## src/rtl/mips_pkg.sv

```systemverilog
// Shared definitions for the 5-stage MIPS core pipeline.
//   NOP_INSTR        : all-zero instruction (sll $0,$0,0) used for squashed slots.
//   CTRL_BUNDLE_W    : width of the packed decode control bundle.
//   ctrlBundleT      : layout of that bundle. All-zero means no regwrite,
//                      no memwrite and no branch, so a zeroed bundle is a
//                      safe bubble.
//   RESET_PC_DEFAULT : fetch address after reset.
package mips_pkg;

  localparam logic [31:0] NOP_INSTR        = 32'h0000_0000;
  localparam int          CTRL_BUNDLE_W    = 10;
  localparam logic [31:0] RESET_PC_DEFAULT = 32'h0000_0000;

  typedef struct packed {
    logic       regwrite;
    logic       memtoreg;
    logic       memwrite;
    logic       alusrc;
    logic       regdst;
    logic [2:0] alucontrol;
    logic       branch;
    logic       branchne;
  } ctrlBundleT;

  localparam ctrlBundleT CTRL_BUBBLE = '0;

endpackage

```

## src/rtl/pipe_fde_regs_sat_counter.sv

```systemverilog
// sat_counter: CNT_W-bit up counter that sticks at its all-ones value.
//   clk, reset_n : clock, asynchronous active-low reset (clears count).
//   inc          : add one this cycle (ignored once saturated).
//   clr          : synchronous clear; wins over inc.
//   count        : current value.
module sat_counter
  import mips_pkg::*;
#(
  parameter int CNT_W = 32
) (
  input  logic             clk,
  input  logic             reset_n,
  input  logic             inc,
  input  logic             clr,
  output logic [CNT_W-1:0] count
);

  always_ff @(posedge clk or negedge reset_n) begin
    if (!reset_n) begin
      count <= '0;
    end else if (clr) begin
      count <= '0;
    end else if (inc && (count != '1)) begin
      count <= count + CNT_W'(1);
    end
  end

endmodule

```

## src/rtl/pipe_fde_regs.sv

```systemverilog
// pipe_fde_regs: PC, IF/ID and ID/EX pipeline registers of the MIPS core,
// plus saturating stall / flush / issue performance counters.
//   Hazard controls : stallF (hold PC), stallD (hold IF/ID), flushE (bubble
//                     ID/EX), pcsrcD (taken branch in D, squashes IF/ID).
//   F inputs        : pcnextF, instrF, pcplus4F.
//   D inputs        : ctrlD, rd1D, rd2D, rsD, rtD, rdD, signimmD.
//   Outputs         : pcF; instrD, pcplus4D, validD; ctrlE, rd1E, rd2E, rsE,
//                     rtE, rdE, signimmE, validE; stall_cnt, flush_cnt,
//                     issue_cnt. All outputs come straight from flops.
//   cnt_clr         : synchronous clear of the three counters.
//   reset_n         : asynchronous active-low reset of every register.
module pipe_fde_regs
  import mips_pkg::*;
#(
  parameter int          WIDTH    = 32,
  parameter logic [WIDTH-1:0] RESET_PC = WIDTH'(RESET_PC_DEFAULT),
  parameter int          CTRL_W   = CTRL_BUNDLE_W,
  parameter int          CNT_W    = 32
) (
  input  logic              clk,
  input  logic              reset_n,
  input  logic              stallF,
  input  logic              stallD,
  input  logic              flushE,
  input  logic              pcsrcD,
  input  logic [WIDTH-1:0]  pcnextF,
  input  logic [31:0]       instrF,
  input  logic [WIDTH-1:0]  pcplus4F,
  input  logic [CTRL_W-1:0] ctrlD,
  input  logic [WIDTH-1:0]  rd1D,
  input  logic [WIDTH-1:0]  rd2D,
  input  logic [4:0]        rsD,
  input  logic [4:0]        rtD,
  input  logic [4:0]        rdD,
  input  logic [WIDTH-1:0]  signimmD,
  input  logic              cnt_clr,
  output logic [WIDTH-1:0]  pcF,
  output logic [31:0]       instrD,
  output logic [WIDTH-1:0]  pcplus4D,
  output logic              validD,
  output logic [CTRL_W-1:0] ctrlE,
  output logic [WIDTH-1:0]  rd1E,
  output logic [WIDTH-1:0]  rd2E,
  output logic [4:0]        rsE,
  output logic [4:0]        rtE,
  output logic [4:0]        rdE,
  output logic [WIDTH-1:0]  signimmE,
  output logic              validE,
  output logic [CNT_W-1:0]  stall_cnt,
  output logic [CNT_W-1:0]  flush_cnt,
  output logic [CNT_W-1:0]  issue_cnt
);

  logic flushInc;
  logic issueInc;

  // ---- PC register (F) ----
  always_ff @(posedge clk or negedge reset_n) begin
    if (!reset_n) begin
      pcF <= RESET_PC;
    end else if (!stallF) begin
      pcF <= pcnextF;
    end
  end

  // ---- IF/ID boundary ----
  // A stall outranks a squash: the hazard unit keeps pcsrcD up until the
  // stall drops, and the squash lands on that first free cycle.
  always_ff @(posedge clk or negedge reset_n) begin
    if (!reset_n) begin
      instrD   <= NOP_INSTR;
      pcplus4D <= '0;
      validD   <= 1'b0;
    end else if (stallD) begin
      instrD   <= instrD;
      pcplus4D <= pcplus4D;
      validD   <= validD;
    end else if (pcsrcD) begin
      instrD   <= NOP_INSTR;
      pcplus4D <= '0;
      validD   <= 1'b0;
    end else begin
      instrD   <= instrF;
      pcplus4D <= pcplus4F;
      validD   <= 1'b1;
    end
  end

  // ---- ID/EX boundary ----
  // Loads every cycle. On a load-use hazard flushE and stallD arrive together:
  // E takes a bubble while the IF/ID register above keeps its instruction.
  always_ff @(posedge clk or negedge reset_n) begin
    if (!reset_n) begin
      ctrlE    <= '0;
      rd1E     <= '0;
      rd2E     <= '0;
      rsE      <= '0;
      rtE      <= '0;
      rdE      <= '0;
      signimmE <= '0;
      validE   <= 1'b0;
    end else if (flushE) begin
      ctrlE    <= CTRL_W'(CTRL_BUBBLE);
      rd1E     <= '0;
      rd2E     <= '0;
      rsE      <= '0;
      rtE      <= '0;
      rdE      <= '0;
      signimmE <= '0;
      validE   <= 1'b0;
    end else begin
      ctrlE    <= ctrlD;
      rd1E     <= rd1D;
      rd2E     <= rd2D;
      rsE      <= rsD;
      rtE      <= rtD;
      rdE      <= rdD;
      signimmE <= signimmD;
      validE   <= validD;
    end
  end

  // ---- Performance counters ----
  // A squash hidden behind a stall is not yet a flush, hence the ~stallD term.
  assign flushInc = flushE | (pcsrcD & ~stallD);
  assign issueInc = ~flushE & validD;

  sat_counter #(.CNT_W(CNT_W)) uStallCnt (
    .clk     (clk),
    .reset_n (reset_n),
    .inc     (stallD),
    .clr     (cnt_clr),
    .count   (stall_cnt)
  );

  sat_counter #(.CNT_W(CNT_W)) uFlushCnt (
    .clk     (clk),
    .reset_n (reset_n),
    .inc     (flushInc),
    .clr     (cnt_clr),
    .count   (flush_cnt)
  );

  sat_counter #(.CNT_W(CNT_W)) uIssueCnt (
    .clk     (clk),
    .reset_n (reset_n),
    .inc     (issueInc),
    .clr     (cnt_clr),
    .count   (issue_cnt)
  );

endmodule

```

## config.mk

```make
export PLATFORM = sky130hd
export DESIGN_NAME = pipe_fde_regs
export DESIGN_NICKNAME = d
export VERILOG_FILES = /design/src/rtl/mips_pkg.sv /design/src/rtl/pipe_fde_regs_sat_counter.sv /design/src/rtl/pipe_fde_regs.sv
export SDC_FILE = /design/constraint.sdc
export NUM_CORES = 1
export LEC_CHECK = 0
export CAP_MARGIN = 25
export CORE_AREA = 2 2 210 212
export CTS_CLUSTER_DIAMETER = 150
export CTS_CLUSTER_SIZE = 25
export DETAILED_ROUTE_END_ITERATION = 10
export DIE_AREA = 0 0 212 214
export SKIP_CTS_REPAIR_TIMING = 1
export SLEW_MARGIN = 20
export SYNTH_ARGS = -nofsm -noshare
export SYNTH_HDL_FRONTEND = slang
export SYNTH_SLANG_ARGS = --single-unit
```

## constraint.sdc

```tcl
create_clock -name clk -period 2.2 [get_ports clk]
set_input_delay 0.44 -clock clk [delete_from_list [all_inputs] [get_ports clk]]
set_output_delay 0.44 -clock clk [all_outputs]
set_load 0.01 [all_outputs]
```

==> impl_metrics.tcl, run 1 <==
set metrics [dict create \
    path_delay_family "buffers and inverters" \
    relSlewSlack_pct 37.1 \
    clkSinkCount 315 \
    final_cell_mix "clkdlybuf4s50_1, dfrtp_1, nor2b_1" \
    core-area_mm2 0.0429 \
    cp-startpoint "uStallCnt.count[3]" \
    drt-total-wl_mm 42.5 \
    min_period_ns 2.14 \
    route.vias.total 11100 \
    drt-pass1-iter-count 5 \
    yosysUniqueCellTypes 52 \
    crit_path_max_incr_delay_ns 0.58 \
    cts.htree.levels 1 \
    final_antenna_net_count 0 \
    drv_slew 0 \
    path_clk_slew_ns 0.11 \
    grt_pass1_vias 11300 \
    synth_cells 1198 \
    antenna_found_initial 0 \
    hold_path.class "input port to flop" \
    clock_latency_ns 0.53 \
    min_from "cnt_clr" \
    dieArea_mm2 0.0454 \
    syn2layout_area_growth_pct 54.5 \
    clk_path_buf_depth 3 \
    place_congestion 0.827 \
    rows 76 \
    synthFlopType "dfrtp_1" \
    grt_usage_pct 18.5 \
    pre_cts_slack_ns 0.0162 \
    setup_viol 0 \
    nNetsFinal 2009 \
    cp-end-kind "output port" \
    cts-root-buf "clkbuf_16" \
    crit_chain "buf_4 -> clkdlybuf4s50_1" \
    grt_first_pass_wirelength_mm 66.2 \
    dieHeight_um 214 \
    async_flop_share_pct 100 \
    status "finished clean" \
    synth_enable_flop_cells 0 \
    fmax_ghz 0.467 \
    finClkSkew_ns 0.0266 \
    path_max_fanout 6 \
    cts_buffers 16 \
    cp.arrival_ns 1.70 \
    yosysSeqAreaShare_pct 60.1 \
    grt_max_degree 92 \
    finalPower_mw 11.3 \
    timing.rr.start "uStallCnt.count[25]" \
    synth_seq_cells 315 \
    drc_errors 0 \
    hpwl_mm 31.9 \
    cp.required_ns 1.76 \
    die_w_um 212 \
    syn_avg_cell_area_um2 11.0 \
    start_kind "flop" \
    first_iter_violations 619 \
    cts_tree "built" \
    viasPerCell 4.68 \
    io_pins 539 \
    p_leak_nw 8.30 \
    maxCapViolCount 0 \
    overflow 0 \
    cp_num_buf_inv 2 \
    antenna_cells 0 \
    final_util_pct 47.3 \
    path_class "flop to output port" \
    synth_nets 1425 \
    power.density_mw_per_mm2 556 \
    port_buffers 538 \
    ir_drop_mv 0.425 \
    hold_viol_final 0 \
    crit_slowest_cell "clkdlybuf4s50_1" \
    start_util_pct 30.6 \
    period_share_pct 97.3 \
    final_common_cell "clkdlybuf4s50_1" \
    wire_per_inst_um 18.0 \
    yosysWarnings 0 \
    syn_area_mm2 0.0131 \
    finish.instance_area_mm2 0.0203 \
    final_layout_size_suffix_gt1_share_pct 10.4 \
    setup_ws_ns 0.0593 \
    whs_ns 0.195 \
    placed_area_mm2 0.0197 \
    tightest_slew_ns 0.944 \
]
## report_power, final
part	leakage [nW]	internal (mW)	switching [mW]	total [mW]
clock	0.217	1.41	1.93	3.34
sequential	4.12	6.06	0.125	6.18
combinational	3.96	1.04	0.719	1.76
## through the flow
stage                     instances  setup TNS [ns]
final                          2368               0
after CTS                      2359         -0.0219
after detailed placement       2340               0
after global routing           2368         -0.0321
after global placement         2340               0
after floorplan                1198          -0.138
## registers in the layout, summed over array words and instances (netlist names), 32 cells and up
name,cells
rd1E,32
uFlushCnt.count,32
rd2E,32
pcF,32
pcplus4D,32
uIssueCnt.count,32
uStallCnt.count,32
signimmE,32
instrD,32
## path summary, 6_finish.rpt
path,to,slack (ns),cells after the start
worst max-delay path,stall_cnt[3],0.06,2
worst min-delay path,uStallCnt.count[6],0.20,2
min in group asynchronous,signimmE[16],0.46,2
worst max register to register,uStallCnt.count[1],0.09,5
worst min register to register,pcplus4D[4],0.49,2
max in group asynchronous,pcF[21],1.01,3
## worst reg2reg max path: stages, from the launching register on
cell and delay, ns:
dfrtp_1 0.44, nand4_1 0.24, or4_1 0.62, o31ai_1 0.40
mux2i_1 0.24, nor2_1 0.05
## synth_stat cells (2+ instances only)
master       n  area (um^2)
o41ai_1      4         35.0
and4_1      11         96.3
a31oi_1      2         12.5
or3_1       33          206
nand2_1    101          379
nor2b_1    136          851
a31o_2       2         17.5
ha_1         3         37.5
nor4_1      13         81.3
o211ai_1     3         22.5
nor2_1      44          165
mux2i_1      3         30.0
dfrtp_1    315         7880
nand4_1     28          175
clkbuf_1    58          218
or4_1       22          165
o21a_1       2         15.0
nand2b_1    62          388
a22o_1       2         17.5
and3_1      10         62.6
inv_1       11         41.3
o31a_1       2         17.5
o21ai_0     94          470
nand3_1     33          165
xor2_1       6         52.6
or4b_2       3         30.0
a2111oi_0    4         35.0
buf_1        6         22.5
xnor2_1     15          131
a21oi_1     66          330
or2_2        3         18.8
nor3_1       7         35.0
mux2_2      45          507
o2111ai_1    2         17.5
nor3b_1      2         15.0
and2_1      10         62.6
o31ai_1     20          150
## logic make-up (layout without fill, tap and decap cells)
logic type,count (synthesis),after routing,synth area share (%)
buffers and inverters,77,662,2.27
adder cells (fa/ha/maj),3,3,0.286
AO/OA/AOI/OAI,211,211,9.27
flip-flops,315,315,60.1
AND/OR/NAND/NOR,523,523,22.6
multiplexers,48,48,4.09
XOR/XNOR,21,21,1.40
## area by class of cell
| cell class | instances | area, um^2 |
|---|---|---|
| Inverter | 11 | 41.3 |
| Fill cell | 3996 | 22600 |
| Multi-Input combinational cell | 806 | 5010 |
| Sequential cell | 315 | 7890 |
| Clock buffer | 18 | 429 |
| Clock inverter | 1 | 11.3 |
| Tap cell | 585 | 732 |
| Timing Repair Buffer | 632 | 6170 |
## per-layer routing
| metal | wire length [um] | global-route usage [%] | vias up |
|---|---|---|---|
| li1 | - | - | 5306 |
| met1 | 16900 | 22.5 | 5395 |
| met2 | 21500 | 32.0 | 315 |
| met3 | 3130 | 5.19 | 55 |
| met4 | 996 | 4.77 | 0 |
| met5 | 0 | 0 | - |
(Power assumes the default switching activity.)
==> inputs of run 2 (changes only) <==
Settings changed: HOLD_SLACK_MARGIN set to 0.03.
==> results of run 2 <==
Same layout as run 1: the final DEF is identical, and so are final timing and power.
==> inputs of run 3 (changes only) <==
Settings changed: CORE_AREA 2 2 210 212 to 2 2 212 214, DIE_AREA 0 0 212 214 to 0 0 214 216, SYNTH_HIERARCHICAL set to 1.
==> impl_metrics.tcl, run 3 <==
set metrics [dict create \
    synth.top_cell.area_share_pct 59.0 \
    synth_top_cell_by_area "dfrtp_1" \
    fmax_ghz 0.473 \
    overflow 0 \
    start_kind "flop" \
    syn2layout_area_growth_pct 51.6 \
    drt-total-wl_mm 45.3 \
    grt_setup_unrepaired "false" \
    finalPower_mw 11.4 \
    synthFlopType "dfrtp_1" \
    status "finished clean" \
    synth_enable_flop_cells 0 \
    relSlewSlack_pct 49.7 \
    period_share_pct 96.0 \
    synth_seq_cells 315 \
    first_iter_violations 686 \
    cts.htree.levels 1 \
    io_pins 539 \
    fillCellCount 4152 \
    setup_viol 0 \
    min_period_ns 2.11 \
    path_clk_slew_ns 0.11 \
    async_flop_share_pct 100 \
    synth_most_common_cell "dfrtp_1" \
    syn_area_mm2 0.0134 \
    setup_ws_ns 0.0872 \
    cts-root-buf "clkbuf_16" \
    power.density_mw_per_mm2 561 \
    clock_latency_ns 0.54 \
    clkSinkCount 315 \
    yosysUniqueCellTypes 46 \
    start_util_pct 30.5 \
    syn_avg_cell_area_um2 11.2 \
    rows 77 \
    grt_pass1_vias 10800 \
    route.vias.total 10900 \
    final_layout_size_suffix_gt1_share_pct 9.77 \
    synth_common_cells "dfrtp_1, nor2b_1, nand2_1" \
    cts_tree "built" \
    tightest_slew_ns 0.754 \
    hpwl_mm 34.5 \
    p_leak_nw 8.36 \
    final_cell_mix "clkdlybuf4s50_1, dfrtp_1, nor2b_1" \
    yosysSeqAreaShare_pct 59.0 \
    cp-end-kind "output port" \
    wire_per_inst_um 19.3 \
    dieArea_mm2 0.0462 \
    drc_errors 0 \
    cp.arrival_ns 1.67 \
    place_congestion 0.868 \
    grt_usage_pct 19.1 \
    maxCapViolCount 0 \
    viasPerCell 4.64 \
    core-area_mm2 0.0438 \
    final_util_pct 46.2 \
    port_buffers 538 \
    final_common_cell "clkdlybuf4s50_1" \
    die_w_um 214 \
    synth_nets 1417 \
    yosysWarnings 6 \
    tns_ns 0 \
    antenna_found_initial 8 \
    hold_viol_final 0 \
    hold_path.class "input port to flop" \
    ff_latch_area_mm2 0.00788 \
    grt_max_degree 129 \
    drv_slew 0 \
    cts_buffers 16 \
    path_max_fanout 5 \
    dieHeight_um 216 \
    nNetsFinal 1978 \
    drt-pass1-iter-count 5 \
    synth_area_leaders "dfrtp_1, nor2b_1, mux2_2, nand2b_1, o21ai_0" \
    ir_drop_mv 0.653 \
    synth_cells 1190 \
    grt_first_pass_wirelength_mm 68.7 \
    multi_input_area_mm2 0.00510 \
    clk_path_buf_depth 3 \
    pre_cts_slack_ns -0.0516 \
    final_antenna_net_count 0 \
    cp.required_ns 1.76 \
    finClkSkew_ns 0.0212 \
    path_class "flop to output port" \
]
## run 3: changes by cell type in the layout (fill, tap and decap cells not counted), moves of 11 or more
cell,previous run,this run
a211oi_1,1,15
a21oi_1,66,33
buf_4,88,54
inv_1,11,22
nor2_1,44,79
o21ai_0,93,71
or3_1,32,15
or4_1,21,9
xnor2_1,15,30
## run 3: logic make-up (layout without fill, tap and decap cells)
| group | Yosys count | after routing | synth area share [%] |
|---|---|---|---|
| compound gates | 162 | 162 | 7.63 |
| xor+xnor | 39 | 39 | 2.56 |
| fa+ha+maj | 3 | 3 | 0.281 |
| buf+inv | 80 | 641 | 2.94 |
| flops | 315 | 315 | 59.0 |
| mux | 53 | 53 | 4.64 |
| other cells | 0 | 5 | 0 |
| simple gates | 538 | 538 | 22.9 |
## run 3: cell type report
cell class | instances | share of cell area, %
timing repair buffer | 601 | 29.6
antenna | 5 | 0.0618
sequential | 315 | 38.9
inverter | 22 | 0.408
clock buffer | 17 | 2.10
tap | 592 | 3.66
multi-input combinational | 795 | 25.2
clock inverter | 1 | 0.0556
## run 3: worst max-delay path, stage by stage, from the launching register on
cell	delay, ns
dfrtp_1	0.41
buf_4	0.17
clkdlybuf4s50_1	0.56
## run 3: power by group
part           total [mW]  switching [mW]  leakage, nW  internal, mW
clock                3.33            1.92        0.216          1.40
combinational        1.84           0.769         4.02          1.07
sequential           6.18           0.124         4.13          6.06
total                11.4            2.82         8.36          8.53
## run 3: per-stage QoR
step | area (um^2) | cells | hold WS, ns
2_1_floorplan | 13400 | 1190 | 0.144
3_3_place_gp | 19800 | 2323 | 0.462
3_5_place_dp | 19800 | 2323 | 0.470
4_1_cts | 20200 | 2341 | -0.123
5_1_grt | 20200 | 2346 | 0.204
6_report | 20200 | 2348 | 0.222
## run 3: worst paths after layout
kind,cells after the start,slack [ns],end,startpoint
max in group asynchronous,3,0.96,pcF[4],reset_n
min in group asynchronous,2,0.48,rsE[1],reset_n
hold reg to reg,2,0.49,instrD[15],instrD[15]
setup / recovery,2,0.09,stall_cnt[2],uStallCnt/count[2]
setup reg to reg,6,0.15,uIssueCnt/count[25],uIssueCnt/count[0]
hold / removal,2,0.22,uFlushCnt/count[7],cnt_clr
## run 3: metal layers
metal	wire, um	vias to the layer above	global-route usage, %
met5	41	-	0
met1	18700	5347	24.1
met4	1120	6	5.45
met3	3370	55	5.84
met2	22000	339	31.7
li1	-	5137	-
